==> config.mk <==
export PLATFORM = sky130hd
export DESIGN_NAME = dec_stage_pipe_flat
export DESIGN_NICKNAME = d
export VERILOG_FILES = /design/src/rtl/dec_stage_pipe_pkg.sv /design/src/rtl/dec_stage_pipe_if.sv /design/src/rtl/dec_stage_pipe_rf_bypass.sv /design/src/rtl/dec_stage_pipe.sv /design/src/flat_wrapper.sv
export SDC_FILE = /design/constraint.sdc
export NUM_CORES = 2
export LEC_CHECK = 0
export ABC_CLOCK_PERIOD_IN_PS = 4280
export CAP_MARGIN = 40
export CORE_MARGIN = 4
export CORE_UTILIZATION = 56
export DETAILED_ROUTE_END_ITERATION = 7
export PLACE_DENSITY = 0.74
export SLEW_MARGIN = 20
export SYNTH_ARGS = -nofsm -noshare
export SYNTH_HDL_FRONTEND = slang
export SYNTH_HIERARCHICAL = 1
export SYNTH_SLANG_ARGS = --single-unit
==> constraint.sdc <==
create_clock -name Clk -period 4.28 [get_ports Clk]
set_input_delay 0.428 -clock Clk [delete_from_list [all_inputs] [get_ports Clk]]
set_output_delay 0.428 -clock Clk [all_outputs]
set_load 0.01 [all_outputs]
==> src/rtl/dec_stage_pipe_pkg.sv <==
// Shared encodings for the decode stage: size codes, immediate select codes
// and instruction field positions.
package dec_stage_pipe_pkg;

  // Store / load size codes; 2'b11 behaves as a word.
  localparam logic [1:0] SZ_WORD = 2'b00;
  localparam logic [1:0] SZ_HALF = 2'b01;
  localparam logic [1:0] SZ_BYTE = 2'b10;

  // Immediate select codes; 2'b11 behaves as zero-extend.
  localparam logic [1:0] IMM_ZERO = 2'b00;
  localparam logic [1:0] IMM_SIGN = 2'b01;
  localparam logic [1:0] IMM_LUI  = 2'b10;

  // Instruction field layout (5-bit register fields, 16-bit immediate).
  localparam int FIELD_W = 5;
  localparam int RS_LSB  = 21;
  localparam int RT_LSB  = 16;
  localparam int RD_LSB  = 11;
  localparam int IMM_LSB = 0;
  localparam int IMM_W   = 16;

endpackage

==> src/rtl/dec_stage_pipe_if.sv <==
// Decode-stage bus: fetch-side inputs, write-back port and the ID/EX outputs.
interface dec_stage_pipe_if #(
  parameter int DATA_W = 32,
  parameter int AW     = 5
);
  logic              In_Valid;
  logic [31:0]       Instr;
  logic              RF_B_sel;
  logic [1:0]        Imm_sel;
  logic [1:0]        St_size;
  logic              Stall;
  logic              Flush;
  logic              WB_WrEn;
  logic [AW-1:0]     WB_Addr;
  logic              WB_Sel;
  logic [DATA_W-1:0] ALU_out;
  logic [DATA_W-1:0] MEM_out;
  logic [1:0]        Ld_size;
  logic              Ld_signed;
  logic              Out_Valid;
  logic [DATA_W-1:0] Out_RF_A;
  logic [DATA_W-1:0] Out_RF_B;
  logic [DATA_W-1:0] Out_Immed;
  logic [AW-1:0]     Out_Wr_Addr;
  logic [1:0]        Out_St_size;

  modport master (
    output In_Valid, Instr, RF_B_sel, Imm_sel, St_size, Stall, Flush,
           WB_WrEn, WB_Addr, WB_Sel, ALU_out, MEM_out, Ld_size, Ld_signed,
    input  Out_Valid, Out_RF_A, Out_RF_B, Out_Immed, Out_Wr_Addr, Out_St_size
  );

  modport slave (
    input  In_Valid, Instr, RF_B_sel, Imm_sel, St_size, Stall, Flush,
           WB_WrEn, WB_Addr, WB_Sel, ALU_out, MEM_out, Ld_size, Ld_signed,
    output Out_Valid, Out_RF_A, Out_RF_B, Out_Immed, Out_Wr_Addr, Out_St_size
  );
endinterface

==> src/rtl/dec_stage_pipe_rf_bypass.sv <==
// Register file: two combinational read ports, one write port, r0 hard-wired
// to zero, and write-through bypass so a same-cycle write is seen by readers.
module dec_stage_pipe_rf_bypass #(
  parameter int DATA_W  = 32,
  parameter int REG_CNT = 32,
  localparam int AW     = $clog2(REG_CNT)
) (
  input  logic              clk,
  input  logic              rst,
  input  logic              we,
  input  logic [AW-1:0]     wa,
  input  logic [DATA_W-1:0] wd,
  input  logic [AW-1:0]     ra_a,
  input  logic [AW-1:0]     ra_b,
  output logic [DATA_W-1:0] rd_a,
  output logic [DATA_W-1:0] rd_b
);
  logic [DATA_W-1:0] mem [REG_CNT];
  logic              wr_hit;

  // Writes to r0 are dropped here so every consumer sees the same rule.
  assign wr_hit = we && (wa != '0);

  // Storage update: reset clears every entry and wins over a pending write.
  always_ff @(posedge clk) begin
    if (rst) begin
      for (int i = 0; i < REG_CNT; i++) mem[i] <= '0;
    end else if (wr_hit) begin
      mem[wa] <= wd;
    end
  end

  // One identical read path per port: r0 first, then bypass, then storage.
  for (genvar gi = 0; gi < 2; gi++) begin : g_rd
    logic [AW-1:0]     addr;
    logic [DATA_W-1:0] val;
    assign addr = (gi == 0) ? ra_a : ra_b;
    assign val  = (addr == '0)                 ? '0 :
                  (wr_hit && (wa == addr))      ? wd :
                                                  mem[addr];
  end

  assign rd_a = g_rd[0].val;
  assign rd_b = g_rd[1].val;

endmodule

==> src/rtl/dec_stage_pipe.sv <==
// Decode stage: register read with bypass, immediate generation, store lane
// replication and load extension for write-back, behind a registered ID/EX
// boundary with valid/stall/flush control and operand refresh while stalled.
module dec_stage_pipe
  import dec_stage_pipe_pkg::*;
#(
  parameter int DATA_W  = 32,
  parameter int REG_CNT = 32
) (
  input logic             Clk,
  input logic             Rst,
  dec_stage_pipe_if.slave bus
);
  localparam int AW = $clog2(REG_CNT);

  // Load extension of the write-back memory word.
  function automatic logic [DATA_W-1:0] ld_ext(input logic [DATA_W-1:0] m,
                                               input logic [1:0] sz,
                                               input logic sgn);
    logic [DATA_W-1:0] r;
    case (sz)
      SZ_BYTE: r = {{(DATA_W-8){sgn & m[7]}}, m[7:0]};
      SZ_HALF: r = {{(DATA_W-16){sgn & m[15]}}, m[15:0]};
      default: r = m;
    endcase
    return r;
  endfunction

  // Replicate the low byte/half across the full store bus.
  function automatic logic [DATA_W-1:0] replicate(input logic [DATA_W-1:0] b,
                                                  input logic [1:0] sz);
    logic [DATA_W-1:0] r;
    case (sz)
      SZ_BYTE: r = {(DATA_W/8){b[7:0]}};
      SZ_HALF: r = {(DATA_W/16){b[15:0]}};
      default: r = b;
    endcase
    return r;
  endfunction

  // lui is the sign-extended immediate shifted up by 16, which keeps the
  // imm[15] fill above bit 31 on wide datapaths.
  function automatic logic [DATA_W-1:0] imm_gen(input logic [15:0] imm,
                                                input logic [1:0] sel);
    logic [DATA_W-1:0] sx;
    logic [DATA_W-1:0] r;
    sx = {{(DATA_W-16){imm[15]}}, imm};
    case (sel)
      IMM_SIGN: r = sx;
      IMM_LUI:  r = sx << 16;
      default:  r = {{(DATA_W-16){1'b0}}, imm};
    endcase
    return r;
  endfunction

  logic [FIELD_W-1:0] rs_field, rt_field, rd_field;
  logic [IMM_W-1:0]   imm;
  logic [AW-1:0]      rs_addr, rt_addr, rb_addr;
  logic [DATA_W-1:0]  wb_data, rf_a, rf_b;
  logic               wb_we;
  logic               hit_rs, hit_rb;
  wire                unused_bits = ^{bus.Instr[31:26], rs_field, rt_field, rd_field};

  logic              valid_reg;
  logic [DATA_W-1:0] rf_a_reg, rf_b_reg, immed_reg;
  logic [AW-1:0]     wr_addr_reg, rs_reg, rb_reg;
  logic [1:0]        st_size_reg;

  assign rs_field = bus.Instr[RS_LSB +: FIELD_W];
  assign rt_field = bus.Instr[RT_LSB +: FIELD_W];
  assign rd_field = bus.Instr[RD_LSB +: FIELD_W];
  assign imm      = bus.Instr[IMM_LSB +: IMM_W];
  assign rs_addr  = rs_field[AW-1:0];
  assign rt_addr  = rt_field[AW-1:0];
  assign rb_addr  = bus.RF_B_sel ? rt_addr : rd_field[AW-1:0];

  assign wb_data  = bus.WB_Sel ? ld_ext(bus.MEM_out, bus.Ld_size, bus.Ld_signed)
                               : bus.ALU_out;
  assign wb_we    = bus.WB_WrEn && (bus.WB_Addr != '0);
  assign hit_rs   = wb_we && (bus.WB_Addr == rs_reg);
  assign hit_rb   = wb_we && (bus.WB_Addr == rb_reg);

  dec_stage_pipe_rf_bypass #(
    .DATA_W  (DATA_W),
    .REG_CNT (REG_CNT)
  ) u_rf (
    .clk  (Clk),
    .rst  (Rst),
    .we   (bus.WB_WrEn),
    .wa   (bus.WB_Addr),
    .wd   (wb_data),
    .ra_a (rs_addr),
    .ra_b (rb_addr),
    .rd_a (rf_a),
    .rd_b (rf_b)
  );

  // ID/EX register: reset > flush > stall (with operand refresh) > load.
  always_ff @(posedge Clk) begin
    if (Rst) begin
      valid_reg   <= 1'b0;
      rf_a_reg    <= '0;
      rf_b_reg    <= '0;
      immed_reg   <= '0;
      wr_addr_reg <= '0;
      st_size_reg <= '0;
      rs_reg      <= '0;
      rb_reg      <= '0;
    end else if (bus.Flush) begin
      valid_reg <= 1'b0;
    end else if (bus.Stall) begin
      if (hit_rs) rf_a_reg <= wb_data;
      if (hit_rb) rf_b_reg <= replicate(wb_data, st_size_reg);
    end else begin
      valid_reg   <= bus.In_Valid;
      rf_a_reg    <= rf_a;
      rf_b_reg    <= replicate(rf_b, bus.St_size);
      immed_reg   <= imm_gen(imm, bus.Imm_sel);
      wr_addr_reg <= rt_addr;
      st_size_reg <= bus.St_size;
      rs_reg      <= rs_addr;
      rb_reg      <= rb_addr;
    end
  end

  assign bus.Out_Valid   = valid_reg;
  assign bus.Out_RF_A    = rf_a_reg;
  assign bus.Out_RF_B    = rf_b_reg;
  assign bus.Out_Immed   = immed_reg;
  assign bus.Out_Wr_Addr = wr_addr_reg;
  assign bus.Out_St_size = st_size_reg;

endmodule
==> src/flat_wrapper.sv <==
// flat-port wrapper written by rule: the top's interface ports become plain ports
module dec_stage_pipe_flat import dec_stage_pipe_pkg::*;
#(
  parameter int DATA_W  = 32,
  parameter int REG_CNT = 32
)
  (Clk, Rst, bus_In_Valid, bus_Instr, bus_RF_B_sel, bus_Imm_sel, bus_St_size, bus_Stall, bus_Flush, bus_WB_WrEn, bus_WB_Addr, bus_WB_Sel, bus_ALU_out, bus_MEM_out, bus_Ld_size, bus_Ld_signed, bus_Out_Valid, bus_Out_RF_A, bus_Out_RF_B, bus_Out_Immed, bus_Out_Wr_Addr, bus_Out_St_size);
  dec_stage_pipe_if #(.DATA_W(DATA_W)) bus_i ();
  input logic Clk;
  input logic Rst;
  input wire logic [$bits(bus_i.In_Valid)-1:0] bus_In_Valid;
  input wire logic [$bits(bus_i.Instr)-1:0] bus_Instr;
  input wire logic [$bits(bus_i.RF_B_sel)-1:0] bus_RF_B_sel;
  input wire logic [$bits(bus_i.Imm_sel)-1:0] bus_Imm_sel;
  input wire logic [$bits(bus_i.St_size)-1:0] bus_St_size;
  input wire logic [$bits(bus_i.Stall)-1:0] bus_Stall;
  input wire logic [$bits(bus_i.Flush)-1:0] bus_Flush;
  input wire logic [$bits(bus_i.WB_WrEn)-1:0] bus_WB_WrEn;
  input wire logic [$bits(bus_i.WB_Addr)-1:0] bus_WB_Addr;
  input wire logic [$bits(bus_i.WB_Sel)-1:0] bus_WB_Sel;
  input wire logic [$bits(bus_i.ALU_out)-1:0] bus_ALU_out;
  input wire logic [$bits(bus_i.MEM_out)-1:0] bus_MEM_out;
  input wire logic [$bits(bus_i.Ld_size)-1:0] bus_Ld_size;
  input wire logic [$bits(bus_i.Ld_signed)-1:0] bus_Ld_signed;
  output wire logic [$bits(bus_i.Out_Valid)-1:0] bus_Out_Valid;
  output wire logic [$bits(bus_i.Out_RF_A)-1:0] bus_Out_RF_A;
  output wire logic [$bits(bus_i.Out_RF_B)-1:0] bus_Out_RF_B;
  output wire logic [$bits(bus_i.Out_Immed)-1:0] bus_Out_Immed;
  output wire logic [$bits(bus_i.Out_Wr_Addr)-1:0] bus_Out_Wr_Addr;
  output wire logic [$bits(bus_i.Out_St_size)-1:0] bus_Out_St_size;
  assign bus_i.In_Valid = bus_In_Valid;
  assign bus_i.Instr = bus_Instr;
  assign bus_i.RF_B_sel = bus_RF_B_sel;
  assign bus_i.Imm_sel = bus_Imm_sel;
  assign bus_i.St_size = bus_St_size;
  assign bus_i.Stall = bus_Stall;
  assign bus_i.Flush = bus_Flush;
  assign bus_i.WB_WrEn = bus_WB_WrEn;
  assign bus_i.WB_Addr = bus_WB_Addr;
  assign bus_i.WB_Sel = bus_WB_Sel;
  assign bus_i.ALU_out = bus_ALU_out;
  assign bus_i.MEM_out = bus_MEM_out;
  assign bus_i.Ld_size = bus_Ld_size;
  assign bus_i.Ld_signed = bus_Ld_signed;
  assign bus_Out_Valid = bus_i.Out_Valid;
  assign bus_Out_RF_A = bus_i.Out_RF_A;
  assign bus_Out_RF_B = bus_i.Out_RF_B;
  assign bus_Out_Immed = bus_i.Out_Immed;
  assign bus_Out_Wr_Addr = bus_i.Out_Wr_Addr;
  assign bus_Out_St_size = bus_i.Out_St_size;
  dec_stage_pipe #(.DATA_W(DATA_W), .REG_CNT(REG_CNT)) u_core (.Clk(Clk), .Rst(Rst), .bus(bus_i));
endmodule
==> summary.md <==
| Metric | Value |
|---|---|
| Final WL | `221 mm` |
| Count of pins over their slew limit | `0` |
| Worst min path class | `in -> reg` |
| RSZ-0062 raised after global routing | `false` |
| Static leakage | `25.3 nW` |
| Slew at the pin closest to its max-slew limit | `894 ps` |
| Commonest non-fill, non-tap cells in the layout | `1,024 x edfxtp_1, 972 x and2_1, 356 x mux4_2` |
| Post_cts resized | `0` |
| Synth cell types | `83` |
| Clock sinks | `1,138` |
| End of the worst hold path | `u_core/bus.Out_Immed[2]` |
| Hold_sp | `Rst` |
| Synth top area share | `49.8%` |
| Initial core utilization | `56.5%` |
| Crit path cell chain | `clkdlybuf4s50_1 > buf_12 > mux2_8 > buf_12 > buf_4 > mux4_2 > a22oi_1 > nand2_1 > a32o_1 > and2_1 > a31oi_1 > o22ai_1 > a21oi_1 > a211oi_1` |
| Synthesized area per cell | `13.3 µm²` |
| Die height | `340 µm` |
| Placed Area | `0.0669 mm²` |
| Slowest cell on the critical path | `mux4_2` |
| Crit path max-delay family | `buffers and inverters` |
| Number of vias per cell | `6.90` |
| Register area share after synthesis | `53.5%` |
| Post-CTS Setup Bufs | `0` |
| Design Power | `27.9 mW` |
| Reg2reg path depth | `7` |
| Synth Instances | `4,654` |
| Post-synth design cell area | `0.0617 mm²` |
| Status | `complete, no violations` |
| WP buf/inv | `4` |
| DRT antenna net count | `0` |
| VDD IR max | `0.413 mV` |
| Clk pwr share | `36.4%` |
| Vias in the first global route | `43,300` |
| MaxCap Viol Count | `0` |
| Post-route core utilization | `64.8%` |
| Total Nets Final | `4,959` |
| Slowest Stage Delay on Critical Path | `490 ps` |
| Switching share of power | `27.2%` |
| DRC | `0` |
| Final setup fails | `0` |
| Crit path arrival time | `4180 ps` |
| R2R Path End | `u_core/bus.Out_RF_A[15]` |
| Die area | `0.116 mm²` |
| Leading area contributor after synthesis | `edfxtp_1` |
| Max Fclk | `277 MHz` |
| Layout area overhead | `14.6%` |
| Htree depth | `3` |
| R2R setup slack | `1370 ps` |
| 1st-iter DRT viols | `6,253` |
| FFs w/ async S/R, synth | `0%` |
| Fillers | `7,948` |
| Clock Tree Buf Depth | `3` |
| Worst Skew | `19.1 ps` |
| Max Fanout on Critical Path | `31` |
| R2r startpoint | `u_core/u_rf/mem[20][15]` |
| First-pass GRT wire length | `313 mm` |
| Total negative slack | `0 ps` |
| Final hold violation count | `0` |
| Router iterations before antenna repair | `6` |
| WS Path Type | `in -> reg` |
| Fin area | `0.0707 mm²` |
| Final period utilization | `84.3%` |
| CP dominant cell by count | `buf_12` |
| Min Tclk post-route | `3610 ps` |
| Die X | `340 µm` |
| Core area | `0.109 mm²` |
| Worst-Skew Late Latency | `730 ps` |
| Grt ovf | `0` |
| Post-synth EDFFs | `1,024` |
| Detailed-route via count | `44,300` |
| Row count | `121` |
| Synth Warn # | `6` |
| GRT Util Overall | `37.6%` |
| TritonCTS Buffers | `117` |
| Register bit total from synthesis | `1,138` |
| Hold depth | `2` |
| Largest register FFs | `1,024` |
| Wire per inst | `34.4 µm` |
| Hold Buf Count CTS | `0` |
| Post-DP HPWL | `146 mm` |
| Clock tree root buffer cell | `clkbuf_16` |
| Critical path capture point type | `flip-flop` |
| Worst Setup Start Kind | `input pin` |
| Combinational share of power | `16.8%` |
| Internal | `20.3 mW` |
| Sequential Power Share | `46.8%` |
| I/O pin count | `220` |
| Biggest register | `u_core/u_rf/mem` |
| Psw | `7.59 mW` |
| Ys flop type | `edfxtp_1` |
| Critical Path Stages | `14` |
| Most common cell after layout, fill and taps aside | `edfxtp_1` |
| Share of cells above drive strength 1 | `20.4%` |
| Largest net degree at the start of global routing | `121` |
| Pwr/cell area | `394 mW/mm²` |
| WP data required | `4850 ps` |
| Placer Congestion | `0.961` |
| Top cells by area, synth | `edfxtp_1 50%, mux4_2 13%, and2_1 9.8%` |
| Clock Pin Slew Worst Setup and Hold Paths | `60 ps` |
| Slew Limit Headroom | `40.3%` |
| Initial antenna violation count | `12` |
| TritonCTS clock tree | `done` |
| I/O Buffers | `213` |
cells by family after synthesis:
family,count (synthesis),share of synthesized area (%)
fa+ha+maj,8,0.162
flops,1138,53.5
other cells,1,0.00608
compound gates,725,8.63
simple gates,1488,13.7
buf+inv,524,3.92
xor+xnor,20,0.284
mux,750,19.8
power by group through the flow:
stage	registers, mW	clock network [mW]	logic, mW
CTS	13.0	10.2	4.51
finish	13.0	10.1	4.69
global route	13.1	10.7	4.82
floorplan	13.1	0	2.56
global placement	13.2	0	4.44
detailed placement	13.3	0	4.48
worst reg2reg max path, stage by stage, from the launching register on:
cell	delay (ps)
edfxtp_1	410
mux4_2	470
mux2i_1	600
nand2_1	160
a41oi_1	420
a21oi_1	190
a22oi_2	420
a21oi_1	120
how the worst max path moves through the flow:
| stage | from | endpoint | slack (ps) |
|---|---|---|---|
| after CTS | bus_RF_B_sel | u_core/bus.Out_RF_B[20] | 870 |
| after floorplan | bus_RF_B_sel | u_core/bus.Out_RF_B[31] | 1150 |
| after global routing | bus_RF_B_sel | u_core/bus.Out_RF_B[20] | 540 |
| after detailed placement | bus_RF_B_sel | u_core/bus.Out_RF_B[30] | 110 |
| after global placement | bus_RF_B_sel | u_core/bus.Out_RF_B[30] | 110 |
| final | bus_RF_B_sel | u_core/bus.Out_RF_B[21] | 670 |
stage by stage:
stage	worst slack, ps	hold WS, ps	std cells
3_3_place_gp	106	441	6186
4_1_cts	866	54.7	6406
6_report	670	75.6	6417
2_1_floorplan	1150	449	4685
5_1_grt	541	97.5	6408
3_5_place_dp	112	446	6190
per-layer routing:
| metal | track usage [%] | vias to the layer above | wire length, µm |
|---|---|---|---|
| met3 | 13.9 | 674 | 34500 |
| met1 | 47.7 | 22000 | 74600 |
| li1 | - | 18100 | - |
| met5 | 0 | - | 87 |
| met4 | 17.3 | 12 | 11900 |
| met2 | 57.8 | 3531 | 99500 |
synth_stat cells (48+ instances only):
master and count:
a211oi_1 61, a21oi_1 150, a22oi_1 109, and2_1 971
buf_2 77, clkbuf_1 335, dfxtp_1 114, edfxtp_1 1024
mux2i_1 343, mux4_2 356, nand2_1 204, nor2_1 131
nor3_1 48, o21ai_0 75, o22ai_1 61
layout make-up:
type,count,area [µm²],area share [%]
Multi-Input combinational cell,3023,26600,37.6
Timing Repair Buffer,523,5360,7.58
Clock inverter,69,593,0.839
Tap cell,1476,1850,2.61
Antenna cell,9,22.5,0.0319
Clock buffer,147,3120,4.41
Sequential cell,1138,33000,46.7
Inverter,32,120,0.170
No activity file was read; power rests on OpenSTA's default activity.
